File: config.mk
export PLATFORM = sky130hd
export DESIGN_NAME = seg_scan_ctrl_param
export DESIGN_NICKNAME = d
export VERILOG_FILES = /design/src/rtl/seg_scan_ctrl_param.sv
export SDC_FILE = /design/constraint.sdc
export NUM_CORES = 1
export LEC_CHECK = 0
export BUFFER_PORTS_ARGS = -buffer_cell sky130_fd_sc_hd__clkbuf_2
export CAP_MARGIN = 20
export CORE_ASPECT_RATIO = 1.25
export CORE_MARGIN = 2
export CORE_UTILIZATION = 55
export CTS_CLUSTER_DIAMETER = 40
export CTS_CLUSTER_SIZE = 16
export DETAILED_ROUTE_END_ITERATION = 8
export PLACE_DENSITY = 0.78
export SYNTH_ARGS = -nofsm -noshare
export SYNTH_HDL_FRONTEND = slang
export SYNTH_SLANG_ARGS = --single-unit
File: constraint.sdc
create_clock -name clk -period 4.1 [get_ports clk]
set_clock_uncertainty 0.15 [all_clocks]
set_input_delay 0.82 -clock clk [delete_from_list [all_inputs] [get_ports clk]]
set_output_delay 0.82 -clock clk [all_outputs]
set_load 0.01 [all_outputs]
File: src/rtl/seg_scan_ctrl_param.sv
// seg_scan_ctrl_param: multiplexed common-anode 7-segment scan driver.
// Scans N_DIG digits, one at a time for DWELL_CYC cycles each, with a short
// all-off gap at the start of every dwell to suppress ghosting. Input data is
// snapshotted once per frame so a digit never changes value mid-frame.
// Features: hex decode, per-digit DP, blanking, blink, leading-zero suppression.
// Optional macro SEG_SCAN_BRIGHT_EN adds a bright[3:0] input that shortens the
// lit part of each dwell for 16-step brightness control.
module seg_scan_ctrl_param #(
    parameter int N_DIG        = 8,
    parameter int DWELL_CYC    = 100000,
    parameter int GAP_CYC      = 2,
    parameter int BLINK_FRAMES = 64
) (
    input  logic                 clk,
    input  logic                 rst,
    input  logic                 display_en,
    input  logic [4*N_DIG-1:0]   data,
    input  logic [N_DIG-1:0]     dp,
    input  logic [N_DIG-1:0]     blank,
    input  logic [N_DIG-1:0]     blink,
    input  logic                 lz_sup,
`ifdef SEG_SCAN_BRIGHT_EN
    input  logic [3:0]           bright,
`endif
    output logic [N_DIG-1:0]     led_en,
    output logic [7:0]           led_cx,
    output logic                 frame_tick
);

    localparam int CNT_W = $clog2(DWELL_CYC);
    localparam int IDX_W = $clog2(N_DIG);
    localparam int BLK_W = (BLINK_FRAMES > 1) ? $clog2(BLINK_FRAMES) : 1;

    localparam logic [CNT_W-1:0] CNT_LAST = CNT_W'(DWELL_CYC - 1);
    localparam logic [IDX_W-1:0] IDX_LAST = IDX_W'(N_DIG - 1);
    localparam logic [BLK_W-1:0] BLK_LAST = BLK_W'(BLINK_FRAMES - 1);

    // Scan position
    logic [CNT_W-1:0]   cnt_q, cnt_d;
    logic [IDX_W-1:0]   idx_q, idx_d;
    logic               dwell_wrap;
    logic               snap_take;

    // One-shot request for the snapshot right after reset release
    logic               init_q, init_d;

    // Blink state
    logic [BLK_W-1:0]   blk_cnt_q, blk_cnt_d;
    logic               phase_q, phase_d;

    // Frame snapshot
    logic [4*N_DIG-1:0] snap_data_q, snap_data_d;
    logic [N_DIG-1:0]   snap_dp_q, snap_dp_d;
    logic [N_DIG-1:0]   snap_blank_q, snap_blank_d;
    logic [N_DIG-1:0]   snap_blink_q, snap_blink_d;
    logic               snap_lz_q, snap_lz_d;

    // Decode
    logic [N_DIG-1:0]   sup;
    logic               zero_run;
    logic [3:0]         cur_nib;
    logic               cur_dp;
    logic               cur_dark;
    logic               cur_sup;
    logic [7:0]         seg;
    logic               lit;

    // Registered outputs
    logic [N_DIG-1:0]   led_en_q, led_en_d;
    logic [7:0]         led_cx_q, led_cx_d;
    logic               frame_tick_q, frame_tick_d;

    // Active-low segment pattern for one hex nibble, DP bit left off
    function automatic logic [7:0] hex7(input logic [3:0] n);
        logic [7:0] s;
        case (n)
            4'h0: s = 8'h03;
            4'h1: s = 8'h9F;
            4'h2: s = 8'h25;
            4'h3: s = 8'h0D;
            4'h4: s = 8'h99;
            4'h5: s = 8'h49;
            4'h6: s = 8'h41;
            4'h7: s = 8'h1F;
            4'h8: s = 8'h01;
            4'h9: s = 8'h09;
            4'hA: s = 8'h11;
            4'hB: s = 8'hC1;
            4'hC: s = 8'h63;
            4'hD: s = 8'h85;
            4'hE: s = 8'h61;
            default: s = 8'h71;
        endcase
        return s;
    endfunction

    // Dwell counter and digit index advance; frame starts when the index wraps
    always_comb begin
        dwell_wrap = (cnt_q == CNT_LAST);
        cnt_d      = cnt_q + 1'b1;
        idx_d      = idx_q;
        if (dwell_wrap) begin
            cnt_d = '0;
            idx_d = (idx_q == IDX_LAST) ? '0 : idx_q + 1'b1;
        end
        snap_take = init_q | (dwell_wrap & (idx_q == IDX_LAST));
        init_d    = 1'b0;
    end

    // Snapshot capture, frame tick and blink counting at each frame start
    always_comb begin
        snap_data_d  = snap_data_q;
        snap_dp_d    = snap_dp_q;
        snap_blank_d = snap_blank_q;
        snap_blink_d = snap_blink_q;
        snap_lz_d    = snap_lz_q;
        blk_cnt_d    = blk_cnt_q;
        phase_d      = phase_q;
        frame_tick_d = snap_take;
        if (snap_take) begin
            snap_data_d  = data;
            snap_dp_d    = dp;
            snap_blank_d = blank;
            snap_blink_d = blink;
            snap_lz_d    = lz_sup;
            if (blk_cnt_q == BLK_LAST) begin
                blk_cnt_d = '0;
                phase_d   = ~phase_q;
            end else begin
                blk_cnt_d = blk_cnt_q + 1'b1;
            end
        end
    end

    // Leading-zero mask and segment pattern for the digit being scanned
    always_comb begin
        sup      = '0;
        zero_run = snap_lz_q;
        for (int k = N_DIG - 1; k >= 0; k--) begin
            zero_run = zero_run & (snap_data_q[4*k +: 4] == 4'h0);
            if (k != 0) sup[k] = zero_run;
        end
        cur_nib  = 4'h0;
        cur_dp   = 1'b0;
        cur_dark = 1'b0;
        cur_sup  = 1'b0;
        for (int k = 0; k < N_DIG; k++) begin
            if (idx_q == IDX_W'(k)) begin
                cur_nib  = snap_data_q[4*k +: 4];
                cur_dp   = snap_dp_q[k];
                cur_dark = snap_blank_q[k] | (snap_blink_q[k] & phase_q);
                cur_sup  = sup[k];
            end
        end
        // A suppressed zero still shows its DP; blank/blink hide everything
        if (cur_dark) begin
            seg = 8'hFF;
        end else if (cur_sup) begin
            seg = {7'h7F, ~cur_dp};
        end else begin
            seg = hex7(cur_nib) & {7'h7F, ~cur_dp};
        end
    end

    // Lit window within the dwell, then next-cycle output values
    always_comb begin
        lit = display_en && (int'(cnt_q) >= GAP_CYC);
`ifdef SEG_SCAN_BRIGHT_EN
        lit = lit && (((int'(cnt_q) - GAP_CYC) * 16) <
                      ((int'(bright) + 1) * (DWELL_CYC - GAP_CYC)));
`endif
        led_en_d = '1;
        led_cx_d = 8'hFF;
        if (lit) begin
            led_en_d = ~(N_DIG'(1) << idx_q);
            led_cx_d = seg;
        end
    end

    // Scan position and blink state registers
    always_ff @(posedge clk or posedge rst) begin
        if (rst) begin
            cnt_q     <= '0;
            idx_q     <= '0;
            init_q    <= 1'b1;
            blk_cnt_q <= '0;
            phase_q   <= 1'b0;
        end else begin
            cnt_q     <= cnt_d;
            idx_q     <= idx_d;
            init_q    <= init_d;
            blk_cnt_q <= blk_cnt_d;
            phase_q   <= phase_d;
        end
    end

    // Frame snapshot registers
    always_ff @(posedge clk or posedge rst) begin
        if (rst) begin
            snap_data_q  <= '0;
            snap_dp_q    <= '0;
            snap_blank_q <= '0;
            snap_blink_q <= '0;
            snap_lz_q    <= 1'b0;
        end else begin
            snap_data_q  <= snap_data_d;
            snap_dp_q    <= snap_dp_d;
            snap_blank_q <= snap_blank_d;
            snap_blink_q <= snap_blink_d;
            snap_lz_q    <= snap_lz_d;
        end
    end

    // Output registers, dark and deselected in reset
    always_ff @(posedge clk or posedge rst) begin
        if (rst) begin
            led_en_q     <= '1;
            led_cx_q     <= 8'hFF;
            frame_tick_q <= 1'b0;
        end else begin
            led_en_q     <= led_en_d;
            led_cx_q     <= led_cx_d;
            frame_tick_q <= frame_tick_d;
        end
    end

    assign led_en     = led_en_q;
    assign led_cx     = led_cx_q;
    assign frame_tick = frame_tick_q;

endmodule

---- Yosys cells after proc, flatten, opt, wreduce, memory -nomap -nowiden ----
Memories as Yosys holds them, arrays and structs flattened.
Cells that the tools add are included.
word-level totals
  output and inout port bits .............. 17
  memory bits (read-only) ................. 112
  memories ................................ 1
  bits in registers ....................... 102
  bits of input ports ..................... 60
cells by class
  muxes and demuxes ....................... 40
  add/sub/neg operators ................... 3
  order comparisons ....................... 1
  equality and inequality tests ........... 9
  bitwise gates (word level) .............. 29
  reduce and logical (&&, ||, !) cells .... 10
  shift operators ......................... 1
memories
  name             words  width  rd ports  clocked after Yosys merged registers in  wr ports  line  text
  (no name shown)  16     7      1         0                                        0         76    case (n)
operators by type and width
  cell                     count
  $mux W8                  6
  $mux W4                  8
  $logic_not A4 Y1         7
  $mux W1                  23
  $add A17 B1 Y17 const B  1
  $eq A17 B17 Y1 const B   1
  $ge A17 B2 Y1 const B    1
  $mux W17                 1
  $and A1 B1 Y1            16
  $eq A3 B3 Y1 const B     4
  $or A1 B1 Y1             9
  $and A8 B8 Y8            1
  $not A8 Y8               1
  $shl A1 B3 Y8 const A    1
  $add A6 B1 Y6 const B    1
  $eq A3 B2 Y1 const B     2
  $eq A6 B6 Y1 const B     1
  $mux W6                  1
  $add A3 B1 Y3 const B    1
  $eq A3 B1 Y1 const B     1
  $logic_not A3 Y1         1
  $mux W3                  1
  $not A1 Y1               2
  $reduce_and A2 Y1        1
  $logic_and A1 B1 Y1      1

---- Depth between registers and ports, before layout ----
Gate-level depths: netlist (run 1).
  word-level depth ........................ 21
  depth in mapped cells ................... 14
  gate-level depth less buffers ........... 11

---- Worst setup path after synthesis (run 1) ----
No wires, ideal clock.
  kind .................................... register to register
  from .................................... register idx_q[2]
  to ...................................... register led_cx_q[4], in the netlist led_cx[4]
  required time ........................... 3.846 ns
  data arrival time ....................... 2.763 ns
  period minus slack after synthesis ...... 3.016 ns
  setup slack ............................. 1.084 ns
  stages on the path, launching flop included .. 15
  path through ............................ dfrtp_1 > buf_4 > inv_1 > buf_2 > ha_1 > buf_2 > a211o_1 > a31oi_1 > a211oi_1 > nor3_1 > inv_1 > ha_1 > a21boi_0 > a211oi_1 > o21ai_0
on the way
  cells in the longest elaborated chain, start to end .. 16
  elaborated cells between the ends (all ways) .. 38
RTL lines
  element                 line  text
  start, declared         40    logic [IDX_W-1:0] idx_q, idx_d;
  start signal, assigned  190   idx_q <= idx_d;
  $logic_not A3 Y1        148   if (idx_q == IDX_W'(k)) begin
  $mux W4 (8 in series)   148
  $mem_v2 Z16 W7          -
  $mux W8                 158   end else if (cur_sup) begin
  $mux W8                 156   if (cur_dark) begin
  $and A8 B8 Y8           161   seg = hex7(cur_nib) & {7'h7F, ~cur_dp};
  $mux W8                 158
  $mux W8 *               156
  $mux W8 *               174   if (lit) begin
  via led_cx_d[4]         70    logic [7:0] led_cx_q, led_cx_d;
  end signal, assigned    222   led_cx_q <= led_cx_d;
  end, declared           70
The timed path passes the listed nets; every way through them passes the cells marked *. The select of a mux whose other input is x is not followed.
A chain may end at the register's enable or synchronous reset.

---- Worst setup path after layout (run 1) ----
Same ends and word-level chain as after synthesis.

==> key figures, run 1 <==
Run status
  • Outcome: finished, final reports clean

Pwr
  • VDD IR-drop max: 330.3 uV
  • P per Cell Area: 384.5 nW/um2
  • P_leak: 2.832 nW
  • Design Power: 2.196 mW

CTS
  • Num CTS Buffers: 9
  • Max Buffers Root-to-Sink: 2
  • Max H-tree Level: 3
  • Clk slew on worst S/H paths: 0.09 ns
  • Worst-skew pair later-pin latency: 0.37 ns
  • Root Driver: clkbuf_8
  • PostCTS Resize Cnt: 0
  • Cts hold-fix bufs: 0
  • Post-CTS Setup Bufs: 0
  • TritonCTS clock tree: done
  • Clock sink count: 102

Synth
  • XOR/XNOR Fraction of Synth Area: 2.813%
  • Post-Synth Simple-Gate Area: 24.21%
  • Mux cell area share after synthesis: 0.4269%
  • YS warnings: 0
  • Number of synthesized flops with an enable pin: 0
  • Mapped Nets: 635
  • Unique cell type count in the Yosys netlist: 56
  • Ys async rst share: 100.0%
  • Syn_area_per_cell: 8.881 um2
  • #FFs+latches synth: 102
  • Cells after Synth: 561
  • Mapped Area: 4982 um2
  • Synth Area in Adders: 3.516%
  • Main flop type after synthesis: dfrtp_1
  • Compound-gate portion of the synthesized area: 13.18%
  • Largest family of logic cells by synthesized area: simple AND/OR/NAND/NOR gates
  • Sequential element share of the synthesized area: 51.66%

Placement
  • I/O Buffers: 76
  • Detailed Place HPWL: 8396 um
  • Placer Congestion: 0.9576

Worst setup path
  • Crit-path leading delay family: adder cells
  • Most frequent CP cell: inv_1
  • Crit. End Element: flip-flop
  • Setup CP Type: flip-flop to flip-flop
  • Worst EP required: 4.22 ns
  • Startpoint Class: flip-flop
  • Bufs and invs on worst path: 3
  • Slowest stage cell, crit path: nor3_1
  • Maximum fanout along the worst path: 13
  • Max stage delay on crit path: 0.66 ns
  • Worst EP arrival: 3.59 ns
  • Cells along the critical path: inv_1 -> ha_1 -> inv_1 -> o211ai_1 -> a211oi_1 -> nor3_1 -> inv_1 -> ha_1 -> a21boi_0 -> a211oi_1 -> o21ai_0

Die
  • Ports: 77
  • Rows: 38
  • Die area: 9841 um2
  • Die width: 89.13 um
  • Starting density of the core: 56.95%
  • Core ar.: 8748 um2
  • Die Span Y: 110.4 um

STA
  • Final Hold Viols: 0
  • Maximum clock rate: 288.3 MHz
  • Max-slew violation count: 0
  • Worst slew margin: 47.03%
  • RSZ-0062 raised after global routing: no
  • Final setup violation count: 0
  • Post-route minimum period: 3.469 ns
  • Slew @ Worst Pin: 0.7885 ns
  • Tcrit/Tclk final: 84.60%
  • Final setup TNS: 0 ns

Global route
  • GR Util All Layers: 25.15%
  • Grt total ovfl: 0
  • Global-route wire length before repair: 19620 um
  • Number of global-route vias before repair: 4131
  • Maximum number of pins on one net before global-route repair: 60
  • Antenna violations before repair: 0

Cells and area
  • Antenna cell count: 0
  • Fillcell total: 771
  • Final Util: 65.30%
  • Layout area overhead: 14.67%
  • Nets@finish: 702
  • Layout cells sized above 1: 19.91%

Detailed routing
  • Vias per inst: 5.514
  • WL final: 11540 um
  • ANT nets after route: 0
  • First-pass detailed-route iteration total: 5
  • DR WL/cell: 15.32 um
  • Initial DRC count: 274
  • # DRC: 0
  • Vias: 4152

Flow run
  • Max cap viols: 0

Worst hold path
  • Min-Delay Path Class: flip-flop to flip-flop
-- flip-flops by register name, summed over array words and instances, names as in the netlist --
name and count:
blk_cnt_q 6, snap_lz_q 1, phase_q 1, led_cx 8, frame_tick 1, snap_blank_q 8
init_q 1, snap_blink_q 8, snap_data_q 32, snap_dp_q 8, idx_q 3, led_en 8
cnt_q 17
-- synth_stat cells (11+ instances only) --
master    number  area (um2)
nor2_1        19       71.32
buf_2         11       55.05
o21ai_0       26       130.1
ha_1          14       175.2
nand2_1      197       739.5
dfrtp_1       85        2127
xnor2_1       11       96.34
nand3_1       24       120.1
dfstp_2       17       446.7
a21oi_1       16       80.08
inv_1         21       78.83
clkbuf_1      16       60.06
-- area by class of cell --
type | count | area (um2) | share of cell area (%)
inverter | 22 | 85.08 | 1.489
clock inverter | 6 | 108.9 | 1.905
clock buffer | 10 | 137.6 | 2.409
multi-input combinational | 409 | 2205 | 38.59
sequential | 102 | 2574 | 45.05
timing repair buffer | 84 | 452.9 | 7.928
tap | 120 | 150.1 | 2.628
-- routing by layer --
metal | wire, um | share of wire, % | global-route usage, % | vias to the layer above
met1 | 4866 | 42 | 33.90 | 1980
met3 | 561 | 4.9 | 3.214 | 17
met5 | 0 | 0 | 0 | -
met4 | 229 | 2.0 | 9.751 | 0
li1 | - | - | - | 2024
met2 | 5878 | 51 | 40.79 | 131
-- logic make-up after synthesis --
| logic type | after synthesis |
|---|---|
| DFF | 102 |
| other | 1 |
| buffers and inverters | 50 |
| xor gates and xnor gates | 16 |
| AOI/OAI and AO/OA | 94 |
| muxes | 2 |
| and+or+nand+nor | 282 |
| adders and majority gates | 14 |
-- worst min-delay path, stage by stage, from the launching register on --
cell     delay (ns)
dfrtp_1        0.35
nand2_1        0.05
nand2_1        0.05
-- cells in the final DEF, fill, tap and decap left out, types with 6 or more instances in the layout --
cell type | Yosys | routed
o211ai_1 | 6 | 6
o21ai_0 | 26 | 26
clkbuf_2 | 0 | 76
nand3_1 | 24 | 24
nor4_1 | 6 | 6
clkbuf_8 | 0 | 10
dfrtp_1 | 85 | 85
xnor2_1 | 11 | 11
buf_4 | 1 | 7
nor3_1 | 6 | 6
dfstp_2 | 17 | 17
nand2_1 | 197 | 197
inv_1 | 21 | 19
ha_1 | 14 | 14
nor2_1 | 19 | 19
a21oi_1 | 16 | 16
-- where the power goes --
group | switching (mW) | total [mW] | internal (mW) | leakage, nW
registers | 0.0766 | 1.18 | 1.10 | 1.23
clock network | 0.336 | 0.757 | 0.421 | 0.126
logic | 0.153 | 0.265 | 0.111 | 1.47
-- path summary, 6_finish.rpt --
| path | from | to | slack (ns) | cells after the start |
|---|---|---|---|---|
| worst max-delay path | idx_q[2]$_DFFE_PP0N_ | led_cx[4]$_DFF_PP1_ | 0.63 | 11 |
| worst min-delay path | snap_blink_q[5]$_DFFE_PP0N_ | snap_blink_q[5]$_DFFE_PP0N_ | 0.33 | 2 |
| worst max register to register | idx_q[2]$_DFFE_PP0N_ | led_cx[4]$_DFF_PP1_ | 0.63 | 11 |
| worst min register to register | snap_blink_q[5]$_DFFE_PP0N_ | snap_blink_q[5]$_DFFE_PP0N_ | 0.33 | 2 |
| max in group asynchronous | rst | led_cx[0]$_DFF_PP1_ | 2.59 | 3 |
| min in group asynchronous | rst | idx_q[1]$_DFFE_PP0N_ | 0.41 | 2 |
-- through the flow --
step                cell area, um2  hold slack (ns)  instances  worst slack [ns]
floorplan                     4982           0.2884        561            0.4826
global placement              5466           0.3022        737            0.9308
detailed placement            5466           0.3083        737            0.7213
CTS                           5713           0.3304        753            0.7050
global route                  5713           0.3514        753            0.4055
finish                        5713           0.3281        753            0.6313
Power figures use the tool's default switching activity.
==> inputs of run 2 (changes only) <==
- clock period: 4.1 -> 3.6 ns (I/O delays scaled with it)
==> key figures, run 2 (synthesis gave the netlist of run 1 again) <==
Die
  • Die Span Y: 110.4 um
  • Ports: 77
  • Die width: 89.13 um
  • Die area: 9841 um2
  • Rows: 38
  • Starting density of the core: 56.95%
  • Core ar.: 8748 um2

CTS
  • Root Driver: clkbuf_8
  • Max Buffers Root-to-Sink: 2
  • Worst-skew pair later-pin latency: 0.38 ns
  • Clk slew on worst S/H paths: 0.10 ns
  • PostCTS Resize Cnt: 0
  • Cts hold-fix bufs: 0
  • Clock sink count: 102
  • TritonCTS clock tree: done
  • Num CTS Buffers: 9
  • Post-CTS Setup Bufs: 0
  • Max H-tree Level: 3

Cells and area
  • Most flops, register: snap_data_q
  • Fillcell total: 796
  • Nets@finish: 704
  • Largest register FFs: 32
  • Largest registers: snap_data_q (32), cnt_q (17)
  • FF/Latch Area: 2574 um2
  • Most frequent cells in the layout: 197 x nand2_1, 85 x dfrtp_1, 76 x clkbuf_2
  • Commonest non-fill, non-tap cell in the layout: nand2_1
  • Multi-input gate area: 2205 um2
  • Layout cells sized above 1: 19.69%
  • Antenna cell count: 0
  • Layout area overhead: 13.23%

Worst setup path
  • Worst EP arrival: 3.48 ns
  • Cells along the critical path: inv_1 -> ha_1 -> inv_1 -> nand2_1 -> o31ai_1 -> o211ai_1 -> inv_1 -> ha_1 -> a21boi_0 -> a21oi_1 -> o221ai_1
  • Startpoint Class: flip-flop
  • Max stage delay on crit path: 0.75 ns
  • Reg2reg start: idx_q[2]$_DFFE_PP0N_
  • Most frequent CP cell: inv_1
  • Setup CP Type: flip-flop to flip-flop
  • Maximum fanout along the worst path: 20
  • Slowest stage cell, crit path: dfrtp_1
  • Crit. End Element: flip-flop
  • Worst EP required: 3.73 ns
  • R2R Path End: led_cx[2]$_DFF_PP1_
  • Reg2Reg Depth: 11
  • R2R Setup Slk: 0.25 ns

Pwr
  • P per Cell Area: 402.3 nW/um2
  • VDD IR-drop max: 324.8 uV
  • Design Power: 2.270 mW
  • P_leak: 2.790 nW

Global route
  • GR Util All Layers: 24.37%
  • Antenna violations before repair: 0
  • Global-route wire length before repair: 19170 um
  • Maximum number of pins on one net before global-route repair: 53
  • Number of global-route vias before repair: 4045
  • Grt total ovfl: 0

Placement
  • I/O Buffers: 76
  • Detailed Place HPWL: 8383 um
  • Pre-CTS WS: 0.4142 ns
  • Placer Congestion: 0.9078

Detailed routing
  • Initial DRC count: 270
  • Vias: 4154
  • Vias per inst: 5.502
  • WL final: 11380 um
  • # DRC: 0
  • ANT nets after route: 0
  • First-pass detailed-route iteration total: 7
  • DR WL/cell: 15.07 um

Run status
  • Outcome: finished, final reports clean

STA
  • RSZ-0062 raised after global routing: no
  • Final setup violation count: 0
  • Fin worst setup slack: 0.2515 ns
  • Slew @ Worst Pin: 0.7114 ns
  • Final setup TNS: 0 ns
  • Post-route minimum period: 3.348 ns
  • Max-slew violation count: 0
  • Final Hold Viols: 0
  • Worst hold margin: 0.2839 ns
  • Maximum clock rate: 298.6 MHz
  • Worst slew margin: 52.57%
  • Tcrit/Tclk final: 93.01%

Worst hold path
  • Min-Delay Path Class: input pin to asynchronous set/reset pin

Flow run
  • Max cap viols: 0
==> run 2: cell count changes in the layout (fill, tap and decap cells not counted) <==
cell	change
clkbuf_8	-1
clkinvlp_4	+2
clkinv_4	-1
buf_4	+2
bufinv_16	-3
clkbuf_1	+3
==> run 2: where the power goes <==
| group | switching [mW] | total, mW | leakage (nW) | internal (mW) |
|---|---|---|---|---|
| clock | 0.384 | 0.634 | 0.0764 | 0.250 |
| sequential | 0.0818 | 1.33 | 1.23 | 1.25 |
| combinational | 0.174 | 0.302 | 1.48 | 0.129 |
| total | 0.640 | 2.27 | 2.79 | 1.63 |
==> run 2: how the worst max path moves through the flow <==
stage | from | to | slack (ns)
after CTS | idx_q[2]$_DFFE_PP0N_ | led_cx[2]$_DFF_PP1_ | 0.38
after detailed placement | idx_q[2]$_DFFE_PP0N_ | led_cx[2]$_DFF_PP1_ | 0.41
after floorplan | rst | blk_cnt_q[0]$_DFFE_PP0N_ | 0.08
after global routing | idx_q[2]$_DFFE_PP0N_ | led_cx[2]$_DFF_PP1_ | 0.08
after global placement | idx_q[2]$_DFFE_PP0N_ | led_cx[4]$_DFF_PP1_ | 0.54
final | idx_q[2]$_DFFE_PP0N_ | led_cx[2]$_DFF_PP1_ | 0.25
==> run 2: cell type report <==
class	instances	share of cell area [%]
flip-flops and latches	102	45.62
multi-input cells	409	39.08
repair buffers	86	8.295
well taps	120	2.661
clock buffers	12	2.395
inverters	22	1.508
clock inverters	4	0.4436
==> run 2: per-layer routing <==
layer | part of all wire (%) | up-vias | track usage (%) | routed length [um]
met3 | 4.3 | 13 | 4.260 | 491
met1 | 43 | 1976 | 32.85 | 4887
met5 | 0 | - | 0 | 0
met2 | 51 | 132 | 40.30 | 5856
met4 | 1.2 | 0 | 6.269 | 140
li1 | - | 2033 | - | -
==> run 2: worst max-delay path, delay by kind of cell, from the launching register on <==
| family | cells | cell delay (ns) |
|---|---|---|
| AOI/OAI and AO/OA | 5 | 1.10 |
| adders and majority gates | 2 | 0.60 |
| buffers and inverters | 3 | 0.53 |
| DFF | 1 | 0.75 |
| and+or+nand+nor | 1 | 0.12 |
==> run 2: metrics by stage <==
step                instances  utilization [%]  cell area, um2
floorplan                 561                -            4982
global placement          739            62.66            5482
detailed placement        739            62.66            5482
CTS                       755            64.49            5642
global route              755            64.49            5642
finish                    755            64.49            5642
